<file path="src/rtl/uart_rx_framer.sv">
// 8N1 asynchronous serial receiver with a fixed clock divisor, mid-bit sampling and
// framing-error detection. Bytes are delivered LSB-first with a one-cycle strobe.
module uart_rx_framer #(
  parameter int unsigned DIVISOR = 16
) (
  input  logic       clk,
  input  logic       reset,
  input  logic       serial_rxd,
  output logic [7:0] uart_rxd,
  output logic       uart_rxd_strobe,
  output logic       framing_error
);

  localparam int unsigned HALF = DIVISOR / 2;
  localparam int unsigned CW   = $clog2(DIVISOR);
  localparam logic [CW-1:0] HALF_LOAD = CW'(HALF - 1);
  localparam logic [CW-1:0] DIV_LOAD  = CW'(DIVISOR - 1);

  typedef enum logic [2:0] {
    StBreak,
    StIdle,
    StStart,
    StData,
    StStop
  } state_t;

  state_t          r_state;
  logic            r_sync1;
  logic            r_sync2;
  logic [CW-1:0]   r_cnt;
  logic [2:0]      r_bit_cnt;
  logic [7:0]      r_shift;

  logic            w_rx;
  logic            w_tick;

  assign w_rx   = r_sync2;
  assign w_tick = (r_cnt == '0);

  always_ff @(posedge clk or posedge reset) begin
    if (reset) begin
      r_sync1         <= 1'b1;
      r_sync2         <= 1'b1;
      r_state         <= StBreak;
      r_cnt           <= '0;
      r_bit_cnt       <= '0;
      r_shift         <= '0;
      uart_rxd        <= '0;
      uart_rxd_strobe <= 1'b0;
      framing_error   <= 1'b0;
    end else begin
      r_sync1         <= serial_rxd;
      r_sync2         <= r_sync1;
      uart_rxd_strobe <= 1'b0;
      framing_error   <= 1'b0;
      unique case (r_state)
        // Need three consecutive high samples so the preset-high synchronizer
        // contents cannot release a line that is actually still held low.
        StBreak: begin
          if (w_rx) begin
            if (r_cnt == CW'(2)) begin
              r_state <= StIdle;
              r_cnt   <= '0;
            end else begin
              r_cnt <= r_cnt + CW'(1);
            end
          end else begin
            r_cnt <= '0;
          end
        end
        StIdle: begin
          if (!w_rx) begin
            r_state <= StStart;
            r_cnt   <= HALF_LOAD;
          end
        end
        StStart: begin
          if (w_tick) begin
            if (w_rx) begin
              r_state <= StIdle;
            end else begin
              r_state   <= StData;
              r_cnt     <= DIV_LOAD;
              r_bit_cnt <= '0;
            end
          end else begin
            r_cnt <= r_cnt - CW'(1);
          end
        end
        StData: begin
          if (w_tick) begin
            r_shift <= {w_rx, r_shift[7:1]};
            r_cnt   <= DIV_LOAD;
            if (r_bit_cnt == 3'd7) begin
              r_state <= StStop;
            end else begin
              r_bit_cnt <= r_bit_cnt + 3'd1;
            end
          end else begin
            r_cnt <= r_cnt - CW'(1);
          end
        end
        StStop: begin
          if (w_tick) begin
            if (w_rx) begin
              uart_rxd        <= r_shift;
              uart_rxd_strobe <= 1'b1;
              r_state         <= StIdle;
            end else begin
              framing_error <= 1'b1;
              r_state       <= StBreak;
              r_cnt         <= '0;
            end
          end else begin
            r_cnt <= r_cnt - CW'(1);
          end
        end
        default: r_state <= StBreak;
      endcase
    end
  end

endmodule

</file>
<file path="config.mk">
export PLATFORM = sky130hd
export DESIGN_NAME = uart_rx_framer
export DESIGN_NICKNAME = d
export VERILOG_FILES = /design/src/rtl/uart_rx_framer.sv
export SDC_FILE = /design/constraint.sdc
export NUM_CORES = 1
export LEC_CHECK = 0
export CORE_UTILIZATION = 60
export CTS_CLUSTER_SIZE = 25
export DETAILED_ROUTE_END_ITERATION = 12
export DONT_BUFFER_PORTS = 1
export HOLD_SLACK_MARGIN = 0.03
export PLACE_DENSITY = 0.85
export SLEW_MARGIN = 20
export SYNTH_ARGS = -nofsm -noshare
export SYNTH_HDL_FRONTEND = slang
export SYNTH_SLANG_ARGS = --single-unit
</file>
<file path="constraint.sdc">
create_clock -name clk -period 4.6 [get_ports clk]
set_input_delay 0.23 -clock clk [delete_from_list [all_inputs] [get_ports clk]]
set_output_delay 0.23 -clock clk [all_outputs]
set_load 0.02 [all_outputs]
</file>
==> impl_metrics.env, run 1 <==
export IMPL_synthCells=127
export IMPL_clkTransAtPathRegs_ns=0.09
export IMPL_vias=993
export IMPL_syn_num_nets=132
export IMPL_cts_num_sinks=30
export IMPL_cts_buffer_depth=2
export IMPL_synth_async_reset_ratio=1.000
export IMPL_fp_dieW_um=52.13
export IMPL_n_antenna_cell=0
export IMPL_synth_enable_flop_cells=0
export IMPL_routed_wl_um=2715
export IMPL_setup_slack_ns=2.390
export IMPL_postCtsSetupRepairBufs=0
export IMPL_drive_gt1_frac=0.2538
export IMPL_syn_area_mm2=0.001508
export IMPL_path_max_fanout=11
export IMPL_firstDrtPassIters=4
export IMPL_synth_seq_cells=30
export IMPL_vdd_ir_drop_max_mv=0.4765
export IMPL_holdWs_ns=0.3606
export IMPL_r2r_slack_ns=2.39
export IMPL_arrival_ns=2.43
export IMPL_grt_overflow_total=0
export IMPL_grt_max_degree=31
export IMPL_rsz0062_at_grt="no"
export IMPL_ys_warnings_count=0
export IMPL_grtUsageTotal=0.2442
export IMPL_drtAntennaViolNets=0
export IMPL_grt_pass1_vias=911
export IMPL_fin_crit_ns=2.210
export IMPL_critPathRequiredTime_ns=4.82
export IMPL_ioPinCount=13
export IMPL_dp_hpwl_um=1846
export IMPL_synth_distinct_cells=44
export IMPL_avgSynthCellArea_um2=11.87
export IMPL_hold_path_class="register to register"
export IMPL_drt_first_iter_violations=26
export IMPL_r2r_start="r_cnt[1]"
export IMPL_dp_cells=148
export IMPL_setup_tns_ns=0
export IMPL_cts_root_buf="clkbuf_4"
export IMPL_skew_ns=0.01590
export IMPL_period_share=0.4804
export IMPL_cp_end_kind="register"
export IMPL_fp_coreArea_mm2=0.002297
export IMPL_synth_top_flop_cell="dfrtp_1"
export IMPL_via_per_inst=6.285
export IMPL_drc=0
export IMPL_cap_viol_max_count=0
export IMPL_clock_fmax_mhz=452.5
export IMPL_tritoncts="built"
export IMPL_area_delta_synth_final_pct=5.975
export IMPL_die_area_mm2=0.002718
export IMPL_tightest_slew_ns=1.038
export IMPL_slew_violations=0
export IMPL_numPortBuffers=0
export IMPL_final_nets=134
export IMPL_grt_antenna_before_repair=0
export IMPL_reg2reg_depth=4
export IMPL_yosysSeqAreaShare=0.4996
export IMPL_ctsResizeCount=0
export IMPL_grt_pass1_wl_um=4567
export IMPL_numCtsBuffers=5
export IMPL_finalHoldViolations=0
export IMPL_worst_r2r_endpoint="r_cnt[2]"
export IMPL_fill_cells=168
export IMPL_whs_path_depth=0
export IMPL_die_h_um=52.13
export IMPL_setup_viol=0
export IMPL_initial_core_util=0.6563
export IMPL_criticalPathCategory="register to register"
export IMPL_h_tree_depth=2
export IMPL_clock_latency_ns=0.33
export IMPL_wl_per_cell_um=17.18
export IMPL_powerDensity_mw_per_mm2=580.1
export IMPL_power_leakage_nw=0.7550
export IMPL_min_delay_start="r_sync1"
export IMPL_relSlewSlack=0.3023
export IMPL_run_status="complete, no violations"
export IMPL_pre_cts_slack_ns=2.416
export IMPL_gp_congestion=0.8523
export IMPL_min_to="r_sync2"
export IMPL_start_kind="register"
export IMPL_final_cells=158
export IMPL_rows=17
-- how the worst max path moves through the flow --
| stage | slack, ns | start | depth (start not counted) | end |
|---|---|---|---|---|
| CTS | 2.42 | r_cnt[1] | 4 | r_cnt[2] |
| floorplan | 2.92 | r_cnt[1] | 4 | r_shift[0] |
| finish | 2.39 | r_cnt[1] | 4 | r_cnt[2] |
| global route | 2.24 | r_cnt[1] | 4 | r_cnt[2] |
| detailed placement | 2.42 | r_cnt[1] | 4 | r_cnt[2] |
| global placement | 2.51 | r_cnt[1] | 4 | r_cnt[2] |
-- state kept, by name, summed over array words and instances, names as in the netlist --
signal           count
r_sync2              1
r_state              3
framing_error        1
r_shift              8
r_cnt                4
r_sync1              1
uart_rxd             8
uart_rxd_strobe      1
r_bit_cnt            3
-- cell usage after synthesis (all sizes together), types with 2 or more instances --
library cell  instances  area share
a21oi                 6       0.020
a22o                  2       0.012
a31oi                 2      0.0083
and3                  3       0.012
and3b                 2       0.012
buf                   4       0.019
clkbuf                3      0.0075
dfrtp                28        0.46
dfstp                 2       0.035
ha                    2       0.017
inv                   3      0.0075
mux2                 19        0.14
nand2                 6       0.015
nand3                 3       0.018
nor2                  4       0.021
nor2b                 3       0.012
nor3                  2      0.0066
nor4                  2       0.012
o211ai                4       0.020
o21a                  4       0.020
o21ai                 5       0.017
o22a                  2       0.012
-- final cells by class --
| type | instances | area, um2 | area share |
|---|---|---|---|
| Clock inverter | 1 | 30.03 | 0.01879 |
| Inverter | 3 | 11.26 | 0.007048 |
| Timing Repair Buffer | 2 | 20.02 | 0.01253 |
| Multi-Input combinational cell | 87 | 703.2 | 0.4401 |
| Sequential cell | 30 | 753.2 | 0.4714 |
| Clock buffer | 7 | 45.04 | 0.02819 |
| Tap cell | 28 | 35.03 | 0.02193 |
-- what timing repair did --
action,in CTS,in global routing
endpoints found under the setup margin,0,0
hold endpoints to repair,1,28
hold buffers,1,1
-- power by group --
group          internal [mW]  switching (mW)  total (mW)
clock network          0.115          0.0881       0.203
logic                  0.156           0.152       0.308
registers              0.323          0.0923       0.415
total                  0.594           0.333       0.927
-- logic make-up (layout without fill, tap and decap cells) --
logic type,after synthesis,after routing,share of synthesized area
simple gates,32,32,0.1494
compound gates,31,31,0.1403
flops,30,30,0.4996
mux,20,20,0.1485
buf+inv,10,13,0.03403
fa+ha+maj,2,2,0.01659
xor+xnor,2,2,0.01162
-- stage by stage --
| step | instance area, um2 | utilization | power (mW) |
|---|---|---|---|
| 6_report | 1598 | 0.6955 | 0.9268 |
| 5_1_grt | 1598 | 0.6955 | 0.9945 |
| 4_1_cts | 1588 | 0.6912 | 0.9277 |
| 3_5_place_dp | 1503 | 0.6541 | 0.7208 |
| 3_3_place_gp | 1503 | 0.6541 | 0.6967 |
| 2_1_floorplan | 1508 | - | 0.6747 |
-- worst max-delay path: stages, from the launching register on --
cell and delay [ns]:
dfrtp_1 0.48, nor4_2 0.92, a22oi_1 0.22, o21a_1 0.22, o32a_1 0.28
-- metal layers --
layer	share of wire	routed length [um]	vias to the layer above	global-route usage
met1	0.45	1216	491	0.3191
met3	0.048	130	3	0.1023
met2	0.49	1339	24	0.3675
met4	0.011	29	0	0.07895
met5	0	0	-	0
li1	-	-	475	-
-- placed cells by master, fill, tap and decap left out, drive strengths merged, types with 2 or more instances in the layout --
cell         instances
mux2                19
clkbuf               7
nand3                3
nor3                 2
dlygate4sd3          2
nor4                 2
o21ai                5
nand2                6
o211ai               4
a21oi                6
a22o                 2
ha                   2
o22a                 2
nor2                 4
dfstp                2
and3                 3
inv                  3
dfrtp               28
o21a                 4
a31oi                2
and3b                2
nor2b                3
No activity file was read; power rests on OpenSTA's default activity.
==> run 2: changes to the inputs <==
- CORE_UTILIZATION: 60 -> 55
- PLACE_DENSITY: 0.85 -> 0.82
- clock period: 4.6 -> 1.95 ns (I/O delays scaled with it)
==> impl_metrics.env, run 2 (same netlist as run 1, synthesis figures left out) <==
export IMPL_tritoncts="built"
export IMPL_via_per_inst=6.018
export IMPL_drtAntennaViolNets=0
export IMPL_ioPinCount=13
export IMPL_relSlewSlack=0.7290
export IMPL_powerDensity_mw_per_mm2=1301
export IMPL_multi_input_area_um2=703.2
export IMPL_postCtsSetupRepairBufs=0
export IMPL_fin_util=0.6404
export IMPL_dp_cells=154
export IMPL_setup_tns_ns=0
export IMPL_clock_fmax_mhz=568.9
export IMPL_drt_first_iter_violations=14
export IMPL_power_leakage_nw=0.7707
export IMPL_rows=18
export IMPL_crit_family="simple AND/OR/NAND/NOR gates"
export IMPL_cts_hold_buf=2
export IMPL_cp_end_kind="register"
export IMPL_hold_path_class="primary input to asynchronous set/reset pin"
export IMPL_setup_viol=0
export IMPL_setup_slack_ns=0.1923
export IMPL_vias=987
export IMPL_vdd_ir_drop_max_mv=0.7761
export IMPL_h_tree_depth=2
export IMPL_critPathSlowestCell="or4_4"
export IMPL_tightest_slew_ns=0.4047
export IMPL_final_cell_area_mm2=0.001615
export IMPL_path_buf_inv=0
export IMPL_die_h_um=54.36
export IMPL_grt_antenna_before_repair=0
export IMPL_fp_coreArea_mm2=0.002522
export IMPL_drive_gt1_frac=0.2761
export IMPL_dpl_cell_area_mm2=0.001535
export IMPL_drc=0
export IMPL_arrival_ns=1.96
export IMPL_final_cells=164
export IMPL_routed_wl_um=2462
export IMPL_finalHoldViolations=0
export IMPL_die_area_mm2=0.002954
export IMPL_numCtsBuffers=5
export IMPL_gp_congestion=0.8538
export IMPL_clkTransAtPathRegs_ns=0.10
export IMPL_final_cell_mix="dfrtp_1, mux2_2, nand2_1, a21oi_1"
export IMPL_grtUsageTotal=0.1890
export IMPL_path_max_fanout=10
export IMPL_final_common_cell="dfrtp_1"
export IMPL_fin_crit_ns=1.758
export IMPL_skew_ns=0.01558
export IMPL_initial_core_util=0.5977
export IMPL_cts_num_sinks=30
export IMPL_grt_pass1_vias=807
export IMPL_regArea_um2=753.2
export IMPL_critPathRequiredTime_ns=2.16
export IMPL_area_delta_synth_final_pct=7.137
export IMPL_slowest_delay_ns=0.60
export IMPL_dp_hpwl_um=1676
export IMPL_grt_overflow_total=0
export IMPL_numPortBuffers=0
export IMPL_grt_pass1_wl_um=3781
export IMPL_start_kind="register"
export IMPL_cap_viol_max_count=0
export IMPL_criticalPathCategory="register to register"
export IMPL_slew_violations=0
export IMPL_grt_max_degree=31
export IMPL_cts_buffer_depth=2
export IMPL_firstDrtPassIters=4
export IMPL_final_nets=138
export IMPL_period_share=0.9014
export IMPL_fp_dieW_um=54.36
export IMPL_rsz0062_at_grt="no"
export IMPL_fill_cells=185
export IMPL_wl_per_cell_um=15.01
export IMPL_n_antenna_cell=0
export IMPL_cts_root_buf="clkbuf_4"
export IMPL_crit_chain="or4_4 > nor2_8 > mux2_2"
export IMPL_top_regs="r_shift: 8 flops, uart_rxd: 8 flops, r_cnt: 4 flops"
export IMPL_clock_latency_ns=0.33
export IMPL_run_status="complete, no violations"
export IMPL_ctsResizeCount=0
export IMPL_pre_cts_slack_ns=0.2021
[run 2: cell types whose count changed in the layout (fill, tap and decap cells not counted), sizes merged]
cell	previous run	this run
clkinv	0	1
bufinv	1	0
buf	0	4
[run 2: where the power goes]
group / internal, mW / switching [mW]
sequential: 0.762 / 0.196
combinational: 0.400 / 0.357
clock: 0.175 / 0.211
[run 2: final timing paths]
check	start	to	slack (ns)	cells past startpoint
max	r_cnt[1]	r_shift[4]	0.19	3
min	reset	r_state[1]	0.27	3
max reg2reg	r_cnt[1]	r_shift[4]	0.19	3
min reg2reg	r_sync1	r_sync2	0.36	0
max in group asynchronous	reset	r_sync2	1.35	3
min in group clk	serial_rxd	r_sync1	0.32	1
[run 2: metal layers]
layer / track usage / vias to the layer above / share of wire
li1: - / 484 / -
met1: 0.2500 / 484 / 0.48
met2: 0.2825 / 17 / 0.48
met3: 0.06389 / 2 / 0.039
met4: 0.07692 / 0 / 0.0016
met5: 0 / - / 0
[run 2: metrics by stage]
stage               hold slack [ns]  power (mW)
floorplan                    0.1020       1.592
global placement            0.07373       1.691
detailed placement          0.07828       1.725
CTS                          0.2619       2.118
global route                 0.2998       2.251
finish                       0.2669       2.102
[run 2: worst reg2reg max path, stage by stage (launching register included)]
cell     delay [ns]
dfrtp_1        0.48
or4_4          0.60
nor2_8         0.21
mux2_2         0.36
[run 2: final cells by class]
| type | count | area share |
|---|---|---|
| Sequential cell | 30 | 0.4663 |
| Multi-Input combinational cell | 87 | 0.4353 |
| Clock buffer | 7 | 0.03408 |
| Timing Repair Buffer | 6 | 0.03098 |
| Tap cell | 30 | 0.02324 |
| Inverter | 3 | 0.006971 |
| Clock inverter | 1 | 0.003098 |
